==> config.mk <==
export PLATFORM = sky130hd
export DESIGN_NAME = lcd_hd44780_responder
export DESIGN_NICKNAME = d
export VERILOG_FILES = /design/src/rtl/lcd_hd44780_responder.sv
export SDC_FILE = /design/constraint.sdc
export NUM_CORES = 1
export LEC_CHECK = 0
export BUFFER_PORTS_ARGS = -buffer_cell sky130_fd_sc_hd__buf_2
export CORE_ASPECT_RATIO = 0.7
export CORE_MARGIN = 2
export CORE_UTILIZATION = 33
export CTS_CLUSTER_SIZE = 24
export DETAILED_ROUTE_END_ITERATION = 8
export PLACE_DENSITY = 0.6
export SETUP_SLACK_MARGIN = 0.02
export SLEW_MARGIN = 20
export SYNTH_ARGS = -nofsm -noshare
export SYNTH_HDL_FRONTEND = slang
export SYNTH_SLANG_ARGS = --single-unit
==> constraint.sdc <==
create_clock -name CLK -period 9.6 [get_ports CLK]
set_clock_uncertainty 0.05 [all_clocks]
set_input_delay 0.96 -clock CLK [delete_from_list [all_inputs] [get_ports CLK]]
set_output_delay 0.96 -clock CLK [all_outputs]
set_load 0.02 [all_outputs]
==> src/rtl/lcd_hd44780_responder.sv <==
// Controller-side model of an HD44780 4-bit LCD bus: decodes nibbles on falling
// LCD_E, executes the instruction subset in use, keeps a readable DDRAM image.
module lcd_hd44780_responder #(
  parameter int FREQ          = 50000000,
  parameter int EXEC_SHORT_US = 37,
  parameter int EXEC_LONG_US  = 1520
) (
  input  logic       CLK,
  input  logic       RST_N,
  input  logic [4:0] LCD_D,
  input  logic       LCD_E,
  input  logic [6:0] rd_addr,
  output logic [7:0] rd_data,
  output logic [6:0] cursor_addr,
  output logic       four_bit_mode,
  output logic       two_line,
  output logic       display_on,
  output logic       cursor_on,
  output logic       blink_on,
  output logic       entry_inc,
  output logic       entry_shift,
  output logic       busy,
  output logic       cmd_strobe,
  output logic [8:0] last_byte,
  output logic       protocol_error
);

  localparam longint SHORT_CYC = longint'(EXEC_SHORT_US) * longint'(FREQ) / 64'sd1000000;
  localparam longint LONG_CYC  = longint'(EXEC_LONG_US) * longint'(FREQ) / 64'sd1000000;
  localparam int     CNT_W     = ($clog2(LONG_CYC + 64'sd1) > 17) ? $clog2(LONG_CYC + 64'sd1) : 17;
  localparam logic [CNT_W-1:0] SHORT_N = CNT_W'(SHORT_CYC);
  localparam logic [CNT_W-1:0] LONG_N  = CNT_W'(LONG_CYC);
  localparam logic [CNT_W-1:0] CNT_ONE = {{(CNT_W-1){1'b0}}, 1'b1};
  localparam logic [CNT_W-1:0] CNT_ZERO = {CNT_W{1'b0}};

  typedef enum logic {PH_HIGH = 1'b0, PH_LOW = 1'b1} phase_t;

  // Address counter step with the two-line DDRAM wrap points (0x27/0x40, 0x67/0x00).
  function automatic logic [6:0] ac_step(input logic [6:0] ac, input logic inc);
    logic [6:0] r;
    if (inc) begin
      case (ac)
        7'h27:   r = 7'h40;
        7'h67:   r = 7'h00;
        default: r = ac + 7'd1;
      endcase
    end else begin
      case (ac)
        7'h00:   r = 7'h67;
        7'h40:   r = 7'h27;
        default: r = ac - 7'd1;
      endcase
    end
    return r;
  endfunction

  logic [7:0]       mem [0:127];
  logic             e_r, hi_rs_r, cgram_r, sweep_on_r;
  logic [4:0]       d_r;
  logic [3:0]       hi_nib_r;
  logic [6:0]       sweep_addr_r;
  logic [CNT_W-1:0] cnt_r;
  phase_t           phase_r;

  logic             fall_s, exec_s, exec_rs_s, mem_we_s;
  logic [7:0]       exec_byte_s, mem_wdata_s;
  logic [6:0]       mem_addr_s, sweep_addr_s, ac_s;
  logic [3:0]       hi_nib_s;
  logic [CNT_W-1:0] cnt_s;
  logic [8:0]       last_s;
  logic             hi_rs_s, cgram_s, sweep_on_s, four_s, two_s, disp_s, cur_s;
  logic             blink_s, inc_s, shift_s, strobe_s, err_s;
  phase_t           phase_s;

  // Next-state: nibble assembly, instruction execution, busy timer and clear sweep.
  always_comb begin
    fall_s       = e_r & ~LCD_E;
    exec_s       = 1'b0;
    exec_rs_s    = 1'b0;
    exec_byte_s  = 8'h00;
    mem_we_s     = 1'b0;
    mem_addr_s   = 7'h00;
    mem_wdata_s  = 8'h00;
    phase_s      = phase_r;
    hi_nib_s     = hi_nib_r;
    hi_rs_s      = hi_rs_r;
    cgram_s      = cgram_r;
    sweep_on_s   = sweep_on_r;
    sweep_addr_s = sweep_addr_r;
    ac_s         = cursor_addr;
    four_s       = four_bit_mode;
    two_s        = two_line;
    disp_s       = display_on;
    cur_s        = cursor_on;
    blink_s      = blink_on;
    inc_s        = entry_inc;
    shift_s      = entry_shift;
    strobe_s     = 1'b0;
    last_s       = last_byte;
    err_s        = protocol_error;
    cnt_s        = (cnt_r != CNT_ZERO) ? (cnt_r - CNT_ONE) : CNT_ZERO;

    if (sweep_on_r) begin
      mem_we_s     = 1'b1;
      mem_addr_s   = sweep_addr_r;
      mem_wdata_s  = 8'h20;
      sweep_addr_s = sweep_addr_r + 7'd1;
      sweep_on_s   = (sweep_addr_r != 7'h7F);
    end else begin
      sweep_addr_s = sweep_addr_r;
    end

    if (fall_s) begin
      if (busy) begin
        err_s = 1'b1;
      end else if (!four_bit_mode) begin
        exec_s      = 1'b1;
        exec_rs_s   = d_r[4];
        exec_byte_s = {d_r[3:0], 4'h0};
      end else if (phase_r == PH_HIGH) begin
        hi_nib_s = d_r[3:0];
        hi_rs_s  = d_r[4];
        phase_s  = PH_LOW;
      end else begin
        exec_s      = 1'b1;
        exec_rs_s   = hi_rs_r;
        exec_byte_s = {hi_nib_r, d_r[3:0]};
        phase_s     = PH_HIGH;
        err_s       = protocol_error | (d_r[4] != hi_rs_r);
      end
    end else begin
      exec_s = 1'b0;
    end

    if (exec_s) begin
      strobe_s = 1'b1;
      last_s   = {exec_rs_s, exec_byte_s};
      cnt_s    = SHORT_N;
      if (exec_rs_s) begin
        // CGRAM writes are not modelled; only the address counter moves.
        if (!cgram_r) begin
          mem_we_s    = 1'b1;
          mem_addr_s  = cursor_addr;
          mem_wdata_s = exec_byte_s;
        end else begin
          mem_we_s = 1'b0;
        end
        ac_s = ac_step(cursor_addr, entry_inc);
      end else begin
        casez (exec_byte_s)
          8'b1???????: begin ac_s = exec_byte_s[6:0]; cgram_s = 1'b0; end
          8'b01??????: cgram_s = 1'b1;
          8'b001?????: begin
            four_s = ~exec_byte_s[4];
            two_s  = exec_byte_s[3];
            if (!exec_byte_s[4]) begin
              phase_s = PH_HIGH;
            end else begin
              phase_s = phase_r;
            end
          end
          8'b0001????: begin
            if (!exec_byte_s[3]) begin
              ac_s = ac_step(cursor_addr, exec_byte_s[2]);
            end else begin
              ac_s = cursor_addr;
            end
          end
          8'b00001???: begin
            disp_s  = exec_byte_s[2];
            cur_s   = exec_byte_s[1];
            blink_s = exec_byte_s[0];
          end
          8'b000001??: begin inc_s = exec_byte_s[1]; shift_s = exec_byte_s[0]; end
          8'b0000001?: begin ac_s = 7'h00; cnt_s = LONG_N; end
          8'b00000001: begin
            ac_s         = 7'h00;
            inc_s        = 1'b1;
            cnt_s        = LONG_N;
            sweep_on_s   = 1'b1;
            sweep_addr_s = 7'h00;
          end
          default: cnt_s = SHORT_N;
        endcase
      end
    end else begin
      strobe_s = 1'b0;
    end
  end

  // State register; reset starts an implicit clear sweep under a long busy window.
  always_ff @(posedge CLK) begin
    if (!RST_N) begin
      e_r            <= 1'b0;
      d_r            <= 5'h00;
      phase_r        <= PH_HIGH;
      hi_nib_r       <= 4'h0;
      hi_rs_r        <= 1'b0;
      cgram_r        <= 1'b0;
      sweep_on_r     <= 1'b1;
      sweep_addr_r   <= 7'h00;
      cnt_r          <= LONG_N;
      busy           <= 1'b1;
      cursor_addr    <= 7'h00;
      four_bit_mode  <= 1'b0;
      two_line       <= 1'b0;
      display_on     <= 1'b0;
      cursor_on      <= 1'b0;
      blink_on       <= 1'b0;
      entry_inc      <= 1'b1;
      entry_shift    <= 1'b0;
      cmd_strobe     <= 1'b0;
      last_byte      <= 9'h000;
      protocol_error <= 1'b0;
    end else begin
      e_r            <= LCD_E;
      d_r            <= LCD_E ? LCD_D : d_r;
      phase_r        <= phase_s;
      hi_nib_r       <= hi_nib_s;
      hi_rs_r        <= hi_rs_s;
      cgram_r        <= cgram_s;
      sweep_on_r     <= sweep_on_s;
      sweep_addr_r   <= sweep_addr_s;
      cnt_r          <= cnt_s;
      busy           <= (cnt_s != CNT_ZERO);
      cursor_addr    <= ac_s;
      four_bit_mode  <= four_s;
      two_line       <= two_s;
      display_on     <= disp_s;
      cursor_on      <= cur_s;
      blink_on       <= blink_s;
      entry_inc      <= inc_s;
      entry_shift    <= shift_s;
      cmd_strobe     <= strobe_s;
      last_byte      <= last_s;
      protocol_error <= err_s;
    end
  end

  // DDRAM write port (sweep or data write).
  always_ff @(posedge CLK) begin
    if (RST_N && mem_we_s) begin
      mem[mem_addr_s] <= mem_wdata_s;
    end
  end

  // Registered read-back port.
  always_ff @(posedge CLK) begin
    if (!RST_N) begin
      rd_data <= 8'h00;
    end else begin
      rd_data <= mem[rd_addr];
    end
  end

endmodule

; Word level (Yosys, flattened, before mapping)
; Memory sizes are Yosys's and may differ from the RTL's. A register that Yosys moved wholly into a read port is not among the register bits.
; Index checks and enable logic that the tools add are counted.
[word_totals]
ramBits = 1024
inputBits = 15
mem_count = 1
reg_bits = 64
[mem_list]
columns = memory, depth, width, rd, rd_clocked_by_memory_dff, wr, line
row1 = mem, 128, 8, 1, 1, 1, 57  ; logic [7:0] mem [0:127];
[op_classes]
n_addsub = 4
bitwise = 7
n_mux = 59
n_eq_ne = 14
n_reduce_logical = 19
[op_table]
columns = op, count
row1 = 2-to-1 mux 7 bit, 12
row2 = 2-to-1 mux 17 bit, 4
row3 = 2-to-1 mux 8 bit, 7
row4 = nonzero test 17 bit, 2
row5 = 2-to-1 mux 1 bit, 30
row6 = one-hot mux 7 bit (2 select lines), 2
row7 = one-hot mux 7 bit (3 select lines), 1
row8 = AND reduction 3 bit, 7
row9 = "subtractor 17 x 1 -> 17 bit, second input constant", 1
row10 = "adder 7 x 1 -> 7 bit, second input constant", 2
row11 = "equality test 7 bit, second input constant", 2
row12 = "equality test 8 x 1 -> 1 bit, second input constant", 1
row13 = nonzero test 2 bit, 4
row14 = "equality test 7 x 1 -> 1 bit, second input constant", 1
row15 = "equality test 7 x 6 -> 1 bit, second input constant", 1
row16 = zero test 7 bit, 1
row17 = "!= test 7 bit, second input constant", 1
row18 = "subtractor 7 x 1 -> 7 bit, second input constant", 1
row19 = "equality test 6 x 1 -> 1 bit, second input constant", 1
row20 = 2-to-1 mux 6 bit, 1
row21 = "equality test 5 x 1 -> 1 bit, second input constant", 1
row22 = inverter 1 bit, 5
row23 = "equality test 4 x 1 -> 1 bit, second input constant", 1
row24 = "!= test 4 bit, second input constant", 1
row25 = 12 further kinds, 13

; Depth between registers and ports, before layout
[logic_depth]
word_depth = 10
depth_mapped = 10
mapped_depth_nobuf = 8

; Worst setup path after synthesis
; No wires, ideal clock.
[synth_path]
kind = in2reg
startpoint = input port LCD_E
endpoint = memory mem[0][6] (data pin)
required_ns = 8.037
setup_slack_ns = -0.723
n_path_buf = 3
setup_ns = 1.513
arrival_time_ns = 8.760
stages = 5
path_cell_list = buf_6 or4b_1 clkbuf_1 clkbuf_1 nor4_1
[synth_between]
elab_chain_cells = 6
elab_cells_between_ends = 8
cone_classes = mux (6) / bitwise (2)
[synth_lines]
columns = item, line
row1 = "start, declared", 11  ; input logic LCD_E,
row2 = inverter 1 bit *, 77  ; fall_s = e_r & ~LCD_E;
row3 = bitwise AND 1 bit *, 77
row4 = 2-to-1 mux 8 bit, 113  ; if (fall_s) begin
row5 = 2-to-1 mux 8 bit, 141  ; if (!cgram_r) begin
row6 = 2-to-1 mux 8 bit, 139  ; if (exec_rs_s) begin
row7 = 2-to-1 mux 8 bit *, 135  ; if (exec_s) begin
row8 = named net mem_wdata_s[6], 66  ; logic [7:0] exec_byte_s, mem_wdata_s;
row9 = "end, declared", 57
; Mark *: on every way through the listed nets, which the timed path passes. The rest lies on a longest branch.

; Final worst setup path
[layout_path]
startpoint = register four_bit_mode
endpoint = memory mem[78][2] (enable)
[layout_between]
elab_chain_cells = 8
elab_cells_between_ends = 13
cone_classes = mux (12) / reduce/logical (1)
[layout_lines]
columns = item, line
row1 = "start, declared", 15  ; output logic four_bit_mode,
row2 = "start signal, assigned", 227  ; four_bit_mode <= four_s;
row3 = 2-to-1 mux 1 bit, 116  ; end else if (!four_bit_mode) begin
row4 = 2-to-1 mux 1 bit, 114  ; if (busy) begin
row5 = 2-to-1 mux 1 bit, 113
row6 = 2-to-1 mux 1 bit, 139
row7 = 2-to-1 mux 1 bit, 135
row8 = logical AND 1 bit, 242  ; if (RST_N && mem_we_s) begin
row9 = 2-to-1 mux 1 bit, 242
row10 = 2-to-1 mux 1 bit (not written as such), 243  ; mem[mem_addr_s] <= mem_wdata_s;
; Several ways; a longest one is shown, not always the timed one.

==> tab_implementation.tex <==
\begin{tabular}{lr}
\hline
Metric & Value \\
\hline
\multicolumn{2}{l}{\textbf{CTS}} \\
Clock tree root driver cell & sky130\_fd\_sc\_hd\_\_clkbuf\_16 \\
Clock sink total & 1096 \\
Number of instances resized during post-cts repair & 0 \\
Setup Buffers After CTS & 0 \\
H-tree Lvls & 3 \\
Clock-pin slew reported for the worst setup and hold paths after clock tree synthesis & 0.07 ns \\
Num CTS Buffers & 98 \\
Clock tree from TritonCTS & built \\
Largest buffer count on any clock path & 3 \\
Clock network latency to the later pin of the worst-skew pair & 0.71 ns \\
Number of buffers added to fix hold violations after cts & 0 \\
\multicolumn{2}{l}{\textbf{Drt}} \\
Pre-antenna DRT Iters & 7 \\
Drt total wl & 111700 um \\
Post-DRT Antenna Nets & 0 \\
Post-DR wirelength/cell & 25.87 um \\
Routed via count divided by cell count & 5.386 \\
DRC marker count from the first detailed-route iteration & 3142 \\
Count of unresolved DRC violations after routing & 0 \\
DR vias & 23.26k \\
\multicolumn{2}{l}{\textbf{Worst setup path}} \\
Kind of end point of the critical path & flop \\
Critical register-to-register path startpoint & four\_bit\_mode \\
Flop2flop setup slack & 5.06 ns \\
Required time at the endpoint of the critical path & 9.87 ns \\
Arrival time at the worst endpoint & 4.80 ns \\
Maximum fanout count along the critical path & 36 \\
CP Launch Type & flop \\
Number of cell instances on the worst register-to-register path & 8 \\
Kind of critical path & reg -> reg \\
Endpoint of the lowest-slack register-to-register path & mem[78][2] \\
\multicolumn{2}{l}{\textbf{GRT}} \\
Maximum number of pins on one net before global-route repair & 127 \\
Overall routing resource usage & 0.1637 \\
Via count of the first global-routing pass & 22.41k \\
Total gr overflow & 0 \\
Global-route wire length before repair & 162100 um \\
Number of antenna violations at the first check in global routing & 4 \\
\multicolumn{2}{l}{\textbf{Layout}} \\
Number of nets in the layout & 2504 \\
FILL cells & 11.96k \\
Storage element area & 32190 sq um \\
Share of cells above drive strength 1 & 0.1860 \\
P\&R area growth vs syn & 12.84\% \\
Area of combinational cells with multiple inputs & 10950 sq um \\
\multicolumn{2}{l}{\textbf{Place}} \\
GP Congestion & 0.8119 \\
Setup Slack @ Placement & 4.857 ns \\
Total half-perimeter wirelength after legalization and detailed placement & 67680 um \\
Count of input and output buffers & 48 \\
\multicolumn{2}{l}{\textbf{Yosys}} \\
Commonest cells in the synthesized netlist & 1024 x sky130\_fd\_sc\_hd\_\_edfxtp\_1, 218 x sky130\_fd\_sc\_hd\_\_nor2\_1, 200 x sky130\_fd\_sc\_hd\_\_mux4\_2 \\
Synth Instances & 2432 \\
YS warnings & 0 \\
Top cell type's share of synthesized area & 0.7032 \\
Post-synthesis async set-or-reset flop share & 0 \\
Most frequently used flop master after synthesis & sky130\_fd\_sc\_hd\_\_edfxtp\_1 \\
Sequential fraction of the synthesis area & 0.7361 \\
Mean cell area of the mapped netlist & 17.98 sq um \\
Net count after synthesis & 2454 \\
Distinct cell type count after synthesis & 73 \\
Netlist area before placement & 43730 sq um \\
Leading cell types by total area after synthesis & sky130\_fd\_sc\_hd\_\_edfxtp\_1 70\%, sky130\_fd\_sc\_hd\_\_mux4\_2 10\%, sky130\_fd\_sc\_hd\_\_mux2i\_1 4.0\%, sky130\_fd\_sc\_hd\_\_dfxtp\_1 3.3\%, sky130\_fd\_sc\_hd\_\_nor2\_1 1.9\% \\
Number of enable-type register cells in the synthesized netlist & 1024 \\
Largest area contributor in the synthesized netlist & sky130\_fd\_sc\_hd\_\_edfxtp\_1 \\
Most repeated cell in the gate-level netlist after synthesis & sky130\_fd\_sc\_hd\_\_edfxtp\_1 \\
Flip-flop and latch count after synthesis & 1096 \\
\multicolumn{2}{l}{\textbf{STA}} \\
Worst Slack Setup Final & 5.065 ns \\
Sum of negative setup slack & 0 ns \\
Number of max-slew violations in the final report & 0 \\
Count of final hold-check violations & 0 \\
Worst Tran Pin Value & 1.281 ns \\
Total setup violations reported at the end of the flow & 0 \\
Max Clock Freq & 220.5 MHz \\
Max-Slew Margin vs Limit & 0.1403 \\
Setup repair after global routing missed its margin & no \\
Period minus WS final & 4.535 ns \\
Fraction of the cycle the final worst path needs & 0.4724 \\
\multicolumn{2}{l}{\textbf{Floorplanning}} \\
Die height & 308.6 um \\
Number of top-level pins & 49 \\
Row Count & 111 \\
Die Outline Area & 135500 sq um \\
Core area & 131200 sq um \\
Initial core utilization & 0.3332 \\
Die boundary width & 439.1 um \\
\multicolumn{2}{l}{\textbf{Pwr}} \\
Switching power as a share of total power & 0.2120 \\
Relative contribution of combinational cells to total power & 0.035 \\
Power density normalized to cell area & 194.5 nW/um\^{}2 \\
Internal Power & 7564 uW \\
Portion of total power attributed to the clock network & 0.426 \\
Maximum VDD drop & 0.1536 mV \\
Switching component of the power & 2035 uW \\
Cell leakage power & 0.01530 uW \\
Seq pwr share & 0.539 \\
\multicolumn{2}{l}{\textbf{Outcome}} \\
Outcome & finished clean \\
\multicolumn{2}{l}{\textbf{Min path}} \\
Startpoint of the lowest-slack hold path & last\_byte[2] \\
Type of the most critical hold path & reg -> reg \\
Min-Delay Path Depth & 2 \\
Hold Path End & last\_byte[2] \\
\multicolumn{2}{l}{\textbf{Job}} \\
Number of max-capacitance violations reported & 0 \\
\hline
\end{tabular}
==> area by class of cell <==
class                           count  share of cell area
Clock inverter                     57             0.01253
Sequential cell                  1096              0.6524
Timing Repair Buffer               93             0.01329
Tap cell                         1751             0.04440
Antenna cell                        2           0.0001014
Clock buffer                      126             0.05439
Multi-Input combinational cell   1181              0.2220
Inverter                           12           0.0009128
==> cell families (layout without fill, tap and decap cells) <==
| group | count (synthesis) | after routing | synth area share |
|---|---|---|---|
| AOI/OAI and AO/OA | 297 | 297 | 0.04672 |
| DFF | 1096 | 1096 | 0.7361 |
| xor gates and xnor gates | 25 | 25 | 0.005007 |
| muxes | 378 | 378 | 0.1439 |
| adders and majority gates | 7 | 7 | 0.002003 |
| buffers and inverters | 155 | 288 | 0.01548 |
| other | 0 | 2 | 0 |
| and+or+nand+nor | 474 | 474 | 0.05079 |
==> cells in the final DEF (no fill, tap or decap), types with 13 or more instances in the layout <==
| master | Yosys | routed |
|---|---|---|
| sky130_fd_sc_hd__clkinv_1 | 0 | 18 |
| sky130_fd_sc_hd__clkbuf_1 | 83 | 19 |
| sky130_fd_sc_hd__a22oi_1 | 91 | 91 |
| sky130_fd_sc_hd__clkinv_2 | 0 | 13 |
| sky130_fd_sc_hd__a21oi_1 | 50 | 50 |
| sky130_fd_sc_hd__mux4_2 | 200 | 200 |
| sky130_fd_sc_hd__nor2_1 | 218 | 213 |
| sky130_fd_sc_hd__buf_4 | 1 | 41 |
| sky130_fd_sc_hd__mux2i_1 | 173 | 173 |
| sky130_fd_sc_hd__inv_1 | 12 | 14 |
| sky130_fd_sc_hd__edfxtp_1 | 1024 | 1024 |
| sky130_fd_sc_hd__nand2_1 | 66 | 64 |
| sky130_fd_sc_hd__a211oi_1 | 16 | 16 |
| sky130_fd_sc_hd__nor3_1 | 29 | 28 |
| sky130_fd_sc_hd__o21ai_0 | 47 | 44 |
| sky130_fd_sc_hd__xnor2_1 | 14 | 14 |
| sky130_fd_sc_hd__dfxtp_1 | 72 | 72 |
| sky130_fd_sc_hd__clkbuf_16 | 0 | 102 |
| sky130_fd_sc_hd__nand3_1 | 65 | 65 |
| sky130_fd_sc_hd__buf_2 | 37 | 46 |
==> sequential cells by signal (all words and copies together), names as in the netlist <==
name / cells
blink_on: 1
busy: 1
cgram_r: 1
cmd_strobe: 1
cnt_r: 17
cursor_addr: 7
cursor_on: 1
d_r: 5
display_on: 1
e_r: 1
entry_inc: 1
entry_shift: 1
four_bit_mode: 1
hi_nib_r: 4
hi_rs_r: 1
last_byte: 9
mem: 1024
phase_r: 1
protocol_error: 1
rd_data: 8
sweep_addr_r: 7
sweep_on_r: 1
two_line: 1
==> worst max path at each step <==
stage                       start          end  slack [ns]  depth (start not counted)
finish              four_bit_mode   mem[78][2]        5.06                          8
global placement            LCD_E  mem[117][2]        4.90                          7
global route        four_bit_mode   mem[44][7]        4.81                          8
CTS                 four_bit_mode   mem[96][6]        5.19                          8
detailed placement          LCD_E  mem[117][2]        4.86                          7
floorplan                   LCD_E    mem[0][5]        1.49                          5
==> worst max-delay path, stage by stage, from the launching register on <==
cell and delay [ns]:
sky130_fd_sc_hd__dfxtp_1 0.65, sky130_fd_sc_hd__ha_1 0.39, sky130_fd_sc_hd__nor2_1 0.12, sky130_fd_sc_hd__o211ai_4 0.09
sky130_fd_sc_hd__buf_4 0.45, sky130_fd_sc_hd__mux2_2 0.40, sky130_fd_sc_hd__a211oi_2 0.39, sky130_fd_sc_hd__nand2_2 0.68
sky130_fd_sc_hd__nor2_1 0.90
==> per-stage QoR <==
| stage | std cells | instance area, sq um | total power, uW | hold slack (ns) | util |
|---|---|---|---|---|---|
| global route | 4317 | 49340 | 9858 | 0.4326 | 0.3759 |
| detailed placement | 4132 | 46010 | 5613 | 0.4010 | 0.3505 |
| finish | 4318 | 49340 | 9599 | 0.4102 | 0.3760 |
| CTS | 4315 | 49310 | 9654 | 0.4059 | 0.3757 |
| global placement | 4132 | 46010 | 5612 | 0.3955 | 0.3505 |
| floorplan | 2432 | 43740 | 5499 | 0.3866 | - |
==> power by group through the flow <==
stage | Clock, uW | Combinational (uW) | Sequential (uW)
2_1_floorplan | 0 | 223 | 5280
3_5_place_dp | 0 | 332 | 5280
3_3_place_gp | 0 | 331 | 5280
6_report | 4090 | 335 | 5180
4_1_cts | 4140 | 333 | 5180
5_1_grt | 4330 | 354 | 5180
==> per-layer routing <==
layer	share of wire	global-route usage	wire length, um	up-vias
li1	-	-	-	9924
met1	0.46	0.2535	51780	12110
met2	0.42	0.2202	46450	1090
met3	0.10	0.05405	11680	135
met4	0.016	0.03572	1785	0
met5	0	0	0	-
(Power assumes the default switching activity.)
